## src/rtl/skip_pattern_decoder.sv

```systemverilog
// Rebuilds the per-frame skip mask of a skip-ring gated clock and tracks frame lock.
// Optional mismatch counter: define SKIP_PATTERN_DECODER_ERRCNT_EN.
module skip_pattern_decoder #(
  parameter int LEN  = 16,
  parameter int CNTW = 8
) (
  input  logic            CLK,
  input  logic            RST,
  input  logic            EN,
  input  logic            SLOT0,
  input  logic            SLOT_PRES,
  input  logic [LEN-1:0]  EXPECT,
  input  logic            READY,
  output logic [LEN-1:0]  MASK_OUT,
  output logic            VALID,
  output logic            MISMATCH,
  output logic            LOCKED,
  output logic            SYNC_ERR,
  output logic            OVERRUN,
  output logic [CNTW-1:0] ERRCNT
);

  localparam int IW = $clog2(LEN);
  localparam logic [IW-1:0] LAST = IW'(LEN - 1);
  localparam logic [IW-1:0] ZERO = {IW{1'b0}};
  localparam logic [IW-1:0] ONE  = IW'(1);

  typedef enum logic [1:0] {
    HUNT = 2'd0,
    ACQ  = 2'd1,
    LOCK = 2'd2
  } state_t;

  state_t          state;
  logic [IW-1:0]   idx;
  logic [LEN-1:0]  cap;
  logic [LEN-1:0]  frame_mask;
  logic [LEN-1:0]  restart_cap;
  logic            complete;
  logic            frame_mismatch;

  // The last slot completes the frame on its own edge, so it bypasses the capture register
  assign frame_mask     = {~SLOT_PRES, cap[LEN-2:0]};
  assign restart_cap    = {{(LEN-1){1'b0}}, ~SLOT_PRES};
  assign complete       = EN && (state != HUNT) && (idx == LAST) && !SLOT0;
  assign frame_mismatch = (frame_mask != EXPECT);

  always_ff @(posedge CLK) begin
    if (RST) begin
      state    <= HUNT;
      idx      <= ZERO;
      cap      <= {LEN{1'b0}};
      MASK_OUT <= {LEN{1'b0}};
      VALID    <= 1'b0;
      MISMATCH <= 1'b0;
      LOCKED   <= 1'b0;
      SYNC_ERR <= 1'b0;
      OVERRUN  <= 1'b0;
    end else begin
      SYNC_ERR <= 1'b0;
      OVERRUN  <= 1'b0;

      // Holding register: a completing frame always wins over consumption
      if (complete) begin
        MASK_OUT <= frame_mask;
        MISMATCH <= frame_mismatch;
        VALID    <= 1'b1;
        OVERRUN  <= VALID && !READY;
      end else if (VALID && READY) begin
        VALID <= 1'b0;
      end

      if (EN) begin
        case (state)
          HUNT: begin
            if (SLOT0) begin
              cap   <= restart_cap;
              idx   <= ONE;
              state <= ACQ;
            end
          end
          ACQ, LOCK: begin
            if (idx == ZERO) begin
              if (SLOT0) begin
                cap <= restart_cap;
                idx <= ONE;
              end else begin
                SYNC_ERR <= 1'b1;
                LOCKED   <= 1'b0;
                state    <= HUNT;
              end
            end else if (SLOT0) begin
              // Early marker: drop the partial frame and realign on this slot
              SYNC_ERR <= 1'b1;
              LOCKED   <= 1'b0;
              cap      <= restart_cap;
              idx      <= ONE;
              state    <= ACQ;
            end else if (idx == LAST) begin
              idx    <= ZERO;
              state  <= LOCK;
              LOCKED <= 1'b1;
            end else begin
              cap[idx] <= ~SLOT_PRES;
              idx      <= idx + ONE;
            end
          end
          default: begin
            state <= HUNT;
            idx   <= ZERO;
          end
        endcase
      end
    end
  end

`ifdef SKIP_PATTERN_DECODER_ERRCNT_EN
  always_ff @(posedge CLK) begin
    if (RST) begin
      ERRCNT <= {CNTW{1'b0}};
    end else if (complete && frame_mismatch && (ERRCNT != {CNTW{1'b1}})) begin
      ERRCNT <= ERRCNT + CNTW'(1);
    end
  end
`else
  assign ERRCNT = {CNTW{1'b0}};
`endif

endmodule

```

## config.mk

```make
export PLATFORM = sky130hd
export DESIGN_NAME = skip_pattern_decoder
export DESIGN_NICKNAME = d
export VERILOG_FILES = /design/src/rtl/skip_pattern_decoder.sv
export SDC_FILE = /design/constraint.sdc
export NUM_CORES = 1
export LEC_CHECK = 0
export CAP_MARGIN = 5
export CORE_UTILIZATION = 54
export DETAILED_ROUTE_END_ITERATION = 6
export MAX_ROUTING_LAYER = met4
export PLACE_DENSITY = 0.85
export SYNTH_ARGS = -nofsm -noshare
export SYNTH_HDL_FRONTEND = slang
export SYNTH_SLANG_ARGS = --single-unit
```

## constraint.sdc

```tcl
create_clock -name CLK -period 4.29 [get_ports CLK]
set_input_delay 0.429 -clock CLK [delete_from_list [all_inputs] [get_ports CLK]]
set_output_delay 0.429 -clock CLK [all_outputs]
set_load 0.05 [all_outputs]
```

==> results of run 1 <==
metal layers:
metal	wire [um]	global-route usage, %	part of all wire [%]
met1	2480	32.2	46
met2	2500	41.3	46
met3	329	3.94	6.1
met4	80	9.57	1.5
met5	0	-	0
power by group through the flow:
| stage | clock network [W] | registers (W) | logic [W] |
|---|---|---|---|
| floorplan | 0 | 0.000405 | 0.0000772 |
| global placement | 0 | 0.000404 | 0.000106 |
| detailed placement | 0 | 0.000404 | 0.000106 |
| CTS | 0.000275 | 0.000395 | 0.000107 |
| global route | 0.000290 | 0.000395 | 0.000116 |
| finish | 0.000273 | 0.000395 | 0.000108 |
cell type report:
class,count,area [um^2]
fill,339,1280
clock inverter,2,12.5
inverter,10,42.5
tap,50,62.6
sequential,42,841
timing repair buffer,43,428
multi-input combinational,202,1280
clock buffer,6,82.6
per-stage QoR:
step	power [W]	util, %	hold WS [ns]
final	0.000776	68.2	0.457
after global routing	0.000802	68.2	0.480
after CTS	0.000777	68.2	0.458
after detailed placement	0.000510	65.8	0.446
after global placement	0.000510	65.8	0.441
after floorplan	0.000482	-	0.451
cells in the final DEF, fill, tap and decap left out, types with 2 or more instances in the layout:
master,synthesis,routed
inv_1,9,9
o21ai_0,16,16
a211oi_1,3,3
or3_1,3,3
conb_1,1,8
dfxtp_1,42,42
nor2_1,4,4
mux2i_1,3,3
xnor2_1,15,15
nor4_1,3,3
o31ai_1,3,3
clkdlybuf4s50_1,0,42
nor2b_1,2,2
a21oi_1,39,39
ha_1,9,9
nor3_1,6,6
nand2_1,39,39
a2111o_1,2,2
nand2b_1,6,6
o311ai_0,10,10
nand4_1,4,4
clkbuf_8,0,6
o21ai_2,2,2
worst max-delay path: stages (launching register included):
cell	delay (ns)
dfxtp_1	0.36
inv_1	0.14
ha_1	0.25
or3b_1	0.55
ha_1	0.33
nand2_1	0.37
a21oi_1	0.09
o311ai_0	0.33
o21ai_0	0.14
state kept, by name, summed over array words and instances (netlist names):
signal,cells
LOCKED,1
MASK_OUT,16
MISMATCH,1
OVERRUN,1
SYNC_ERR,1
VALID,1
cap,15
idx,4
state,2
final timing paths:
check | startpoint | depth (start not counted) | end
hold reg to reg | MASK_OUT[0] | 2 | MASK_OUT[0]
hold / removal | MASK_OUT[0] | 2 | MASK_OUT[0]
setup reg to reg | idx[0] | 8 | cap[3]
setup / recovery | idx[0] | 8 | cap[3]
kinds of logic (layout without fill, tap and decap cells):
family                   after synthesis  count (layout)  share of synthesized area [%]
flip-flops                            42              42                           36.8
XOR/XNOR                              16              16                           6.13
other                                  1               8                          0.164
multiplexers                           3               3                           1.31
AO/OA/AOI/OAI                         84              84                           22.9
adder cells (fa/ha/maj)                9               9                           4.93
AND/OR/NAND/NOR                       82              82                           19.4
buffers and inverters                 35              61                           8.43
==> key figures, run 1 <==
Status
  – Status: complete, no violations

Clock network
  – Gates resized, CTS repair: 0
  – CTS Buf Count: 5
  – Clock Path Buffers: 2
  – # H-tree levels: 2
  – Sink Count: 42
  – TritonCTS clock tree: yes
  – CTS Root Cell: clkbuf_8
  – Post-CTS Setup Inserts: 0
  – Clock latency on the worst-skew pair: 0.30 ns
  – Cts hold-fix bufs: 0
  – Clk slew on worst S/H paths: 0.08 ns

Synth
  – Async SR Flop Fraction: 0%
  – Area fraction of the dominant cell type after synthesis: a little under two fifths
  – Yosys warnings: 0
  – Number of library cell types mapped by synthesis: 51
  – Post-synth EDFFs: 0
  – Top cells by area, synth: dfxtp_1 (37%), a21oi_1 (8.5%), nand2_1 (6.4%), xnor2_1 (5.7%), ha_1 (4.9%)
  – Post-Syn Instances: ~270
  – Top FF cell, synth: dfxtp_1
  – Cell Area, Synth: 0.00229 mm^2
  – Register bit total from synthesis: 42
  – Syn avg cell area: 8.40 um^2
  – Leading area contributor after synthesis: dfxtp_1
  – Register area share after synthesis: 36.8%
  – Most repeated cell in the gate-level netlist after synthesis: dfxtp_1
  – Post-synth top cells: dfxtp_1 (42), a21oi_1 (39), nand2_1 (39), o21ai_0 (16), xnor2_1 (15)

Floorplanning
  – Starting Density: 56.7%
  – Chip height: 67.1 um
  – Core Area: 0.00403 mm^2
  – Die width: 67.1 um
  – Die ar.: 0.00450 mm^2
  – FP Rows: 23
  – # IOs: between 50 and 60

Layout
  – Layout area overhead: 20.2%
  – NumNets Final: 335
  – Ant diodes: 0
  – Final Non-Filler Cells: about 360
  – Finished Cell Area: 0.00275 mm^2
  – Fraction of layout instances using a drive strength above 1: between 6 and 7%

Global route
  – Initial antenna violation count: 0
  – Total grt overflow: 0
  – Vias in the first global route: 1868
  – Largest net degree at the start of global routing: 29
  – First-pass GRT wire length: 8500 um
  – GRT Resource Usage Total: 25.7%

Placed design
  – DP HPWL: 3820 um
  – Port bufs: 42
  – Place WS: about 1.6 ns
  – GPL Wtd Cong: 0.929
  – Placed cell count: 347
  – Placed cell area: 0.00265 mm^2

Routing
  – WL/cell: around 15 um
  – Routed wire length: ~5400 um
  – DRT iter0 DRCs: approximately 160
  – DR DRC count: 0
  – First-pass DRT Iterations: 4
  – Number of vias per cell: between 5 and 6
  – Antenna Nets Post-Route: 0
  – Via count: slightly above 2k

STA
  – Worst slew pin tran: 0.934 ns
  – Rel. slew slack: 37.5%
  – Peak Freq: 0.371 GHz
  – Min Tclk post-route: 2.70 ns
  – PnR worst setup slack: 1.59 ns
  – Tcrit/Tclk final: 62.8%
  – # setup viols final: 0
  – Unrepaired setup endpoints after global routing: false
  – Hold Vio Cnt, Final: 0
  – Max Transition Viols Final: 0
  – Clock Skews: around 0.0065 ns
  – Setup TNS Final: 0 ns

Pwr
  – Clock power share: a little over a third
  – P_sw: 0.000215 W
  – Internal: 0.000561 W
  – Flop pwr share: 50.9%
  – Combinational share of power: 13.9%
  – Pwr dens: 283 mW/mm^2
  – P_leak: ~0.94 nW
  – Max IR drop VDD: 158 uV
  – Net Sw Frac: 27.7%

Worst hold path
  – Hold Path Class: reg -> reg

Worst setup path
  – Critical Path End Type: flop
  – Crit path max fanout: 15
  – CP Class: reg -> reg
  – Worst Path Required: 4.46 ns
  – Critical path data arrival time: about 2.9 ns
  – Crit start category: flop
  – Worst reg-to-reg setup slack: around 1.6 ns

Flow run
  – Max-Cap Viols: 0
Note: power is estimated with default switching activity, not from simulation.
==> run 2, diff against run 1 <==
CORE_UTILIZATION = 50   (was 54)
PLACE_DENSITY = 0.79   (was 0.85)
clock period = 2.66 ns   (was 4.29 ns; I/O delays follow)
==> key figures, run 2 (synthesis results as in run 1) <==
Worst setup path
  – Crit path cell chain: inv_1, ha_1, or3b_1, ha_1, nand2_2, nor2_2, or4_1, a21oi_1
  – Critical Path End Type: flop
  – Critical path data arrival time: 2.53 ns
  – Crit start category: flop
  – Worst Path Required: 2.89 ns
  – Crit path max fanout: 15
  – CP Class: reg -> reg
  – Crit-path max cell delay: approximately 0.39 ns
  – Worst reg-to-reg setup slack: approximately 0.37 ns
  – Crit Reg-Reg Endpoint: cap[0]
  – Worst Reg-to-Reg Cells: 8
  – Most used cell along the critical path: ha_1
  – Slowest CP cell: or3b_1
  – R2R Path Start: idx[0]

STA
  – Worst slew pin tran: 0.687 ns
  – Max Transition Viols Final: 0
  – Tcrit/Tclk final: a little under nine tenths
  – Peak Freq: 0.436 GHz
  – Rel. slew slack: approximately 54%
  – Clock Skews: 0.00349 ns
  – Setup TNS Final: 0 ns
  – Unrepaired setup endpoints after global routing: false
  – Min Tclk post-route: 2.29 ns
  – Hold Vio Cnt, Final: 0
  – # setup viols final: 0

Placed design
  – DP HPWL: between 3000 and 4000 um
  – GPL Wtd Cong: between 0.8 and 0.9
  – Port bufs: 42

Routing
  – Met3 wire len: 311 um
  – WL/cell: 14.8 um
  – Top layer in use: met4
  – Met2 wire len: 2510 um
  – Via count: 2058
  – DR DRC count: 0
  – Routed wire length: 5320 um
  – Metal-1 WL: roughly 2400 um
  – First-pass DRT Iterations: 4
  – Antenna Nets Post-Route: 0
  – Number of vias per cell: around 5.7
  – DRT iter0 DRCs: 149

Floorplanning
  – Starting Density: 52.1%
  – Die width: 69.6 um
  – Die ar.: 0.00485 mm^2
  – FP Rows: 24
  – Core Area: between 0.004 and 0.005 mm^2
  – # IOs: 51
  – Chip height: 69.6 um

Layout
  – Most flop-heavy register: MASK_OUT
  – Ant diodes: 0
  – Layout area overhead: 21.0%
  – Top Registers: MASK_OUT: 16 flops, cap: 15 flops, idx: 4 flops
  – Fraction of layout instances using a drive strength above 1: 7.79%
  – Filler cell count: around 380
  – Largest register FFs: 16
  – NumNets Final: 339
  – Commonest cells after routing, fill and taps aside: dfxtp_1 (42), clkdlybuf4s50_1 (42), a21oi_1 (39), nand2_1 (38), o21ai_0 (16)

Clock network
  – Clock latency on the worst-skew pair: 0.30 ns
  – # H-tree levels: 2
  – Post-CTS Setup Inserts: 0
  – TritonCTS clock tree: yes
  – Sink Count: 42
  – Clock Path Buffers: 2
  – CTS Root Cell: clkbuf_8
  – Clk slew on worst S/H paths: 0.08 ns
  – CTS Buf Count: 5

Global route
  – Total grt overflow: 0
  – Initial antenna violation count: 0
  – First-pass GRT wire length: 9030 um
  – Largest net degree at the start of global routing: 26
  – GRT Resource Usage Total: approximately a quarter
  – Vias in the first global route: 1950

Worst hold path
  – Critical hold path startpoint: MASK_OUT[7]
  – Hold Path Class: reg -> reg
  – WHS Endpoint: MASK_OUT[7]
  – Cells on Worst Hold Path: 2

Flow run
  – Max-Cap Viols: 0

Status
  – Status: complete, no violations

Pwr
  – Power, Total: 0.00121 W
  – Max IR drop VDD: 231 uV
  – Pwr dens: 436 mW/mm^2
  – P_leak: between 0.9 and 1 nW
-- run 2: critical path, delay by kind of cell (launching register included) --
kind / cells / cell delay (ns)
simple gates: 4 / 1.08
fa+ha+maj: 2 / 0.52
flops: 1 / 0.36
buf+inv: 1 / 0.14
compound gates: 1 / 0.13
-- run 2: area by class of cell --
cell class	count	area (um^2)	area share [%]
multi-input cells	202	1280	46.3
flip-flops and latches	42	841	30.4
clock inverters	2	10.0	0.362
repair buffers	47	458	16.6
clock buffers	5	68.8	2.49
inverters	10	42.5	1.54
well taps	52	65.1	2.35
-- run 2: worst max path at each step --
stage / from / end
after detailed placement: idx[0] / cap[6]
after floorplan: idx[0] / cap[10]
after global placement: idx[0] / cap[0]
after CTS: idx[0] / cap[6]
after global routing: idx[0] / cap[5]
final: idx[0] / cap[0]
-- run 2: power by group --
part / switching (W) / internal [W] / total, W
Clock: 0.000216 / 0.000176 / 0.000392
Sequential: 0.00000458 / 0.000633 / 0.000637
Combinational: 0.000111 / 0.0000668 / 0.000178
Total: 0.000331 / 0.000876 / 0.00121
-- run 2: through the flow --
stage | util [%] | std cells | setup slack [ns] | area [um^2] | hold slack, ns
2_1_floorplan | - | 279 | 0.307 | 2310 | 0.362
4_1_cts | 63.0 | 360 | 0.254 | 2760 | 0.458
3_5_place_dp | 61.2 | 353 | 0.268 | 2690 | 0.447
3_3_place_gp | 61.2 | 353 | 0.368 | 2690 | 0.441
6_report | 63.1 | 360 | 0.367 | 2770 | 0.453
5_1_grt | 63.1 | 360 | 0.0948 | 2770 | 0.470
-- run 2: repair_timing --
action / in CTS / in global routing
hold buffers: 0 / 0
setup endpoints to repair: 0 / 1
resized for setup: 0 / 1
-- run 2: routing by layer --
metal  global-route usage (%)  up-vias
met5                        -        -
met4                     9.33        0
met3                     4.51        7
met2                     37.3       75
met1                     29.6      953
li1                         -     1023
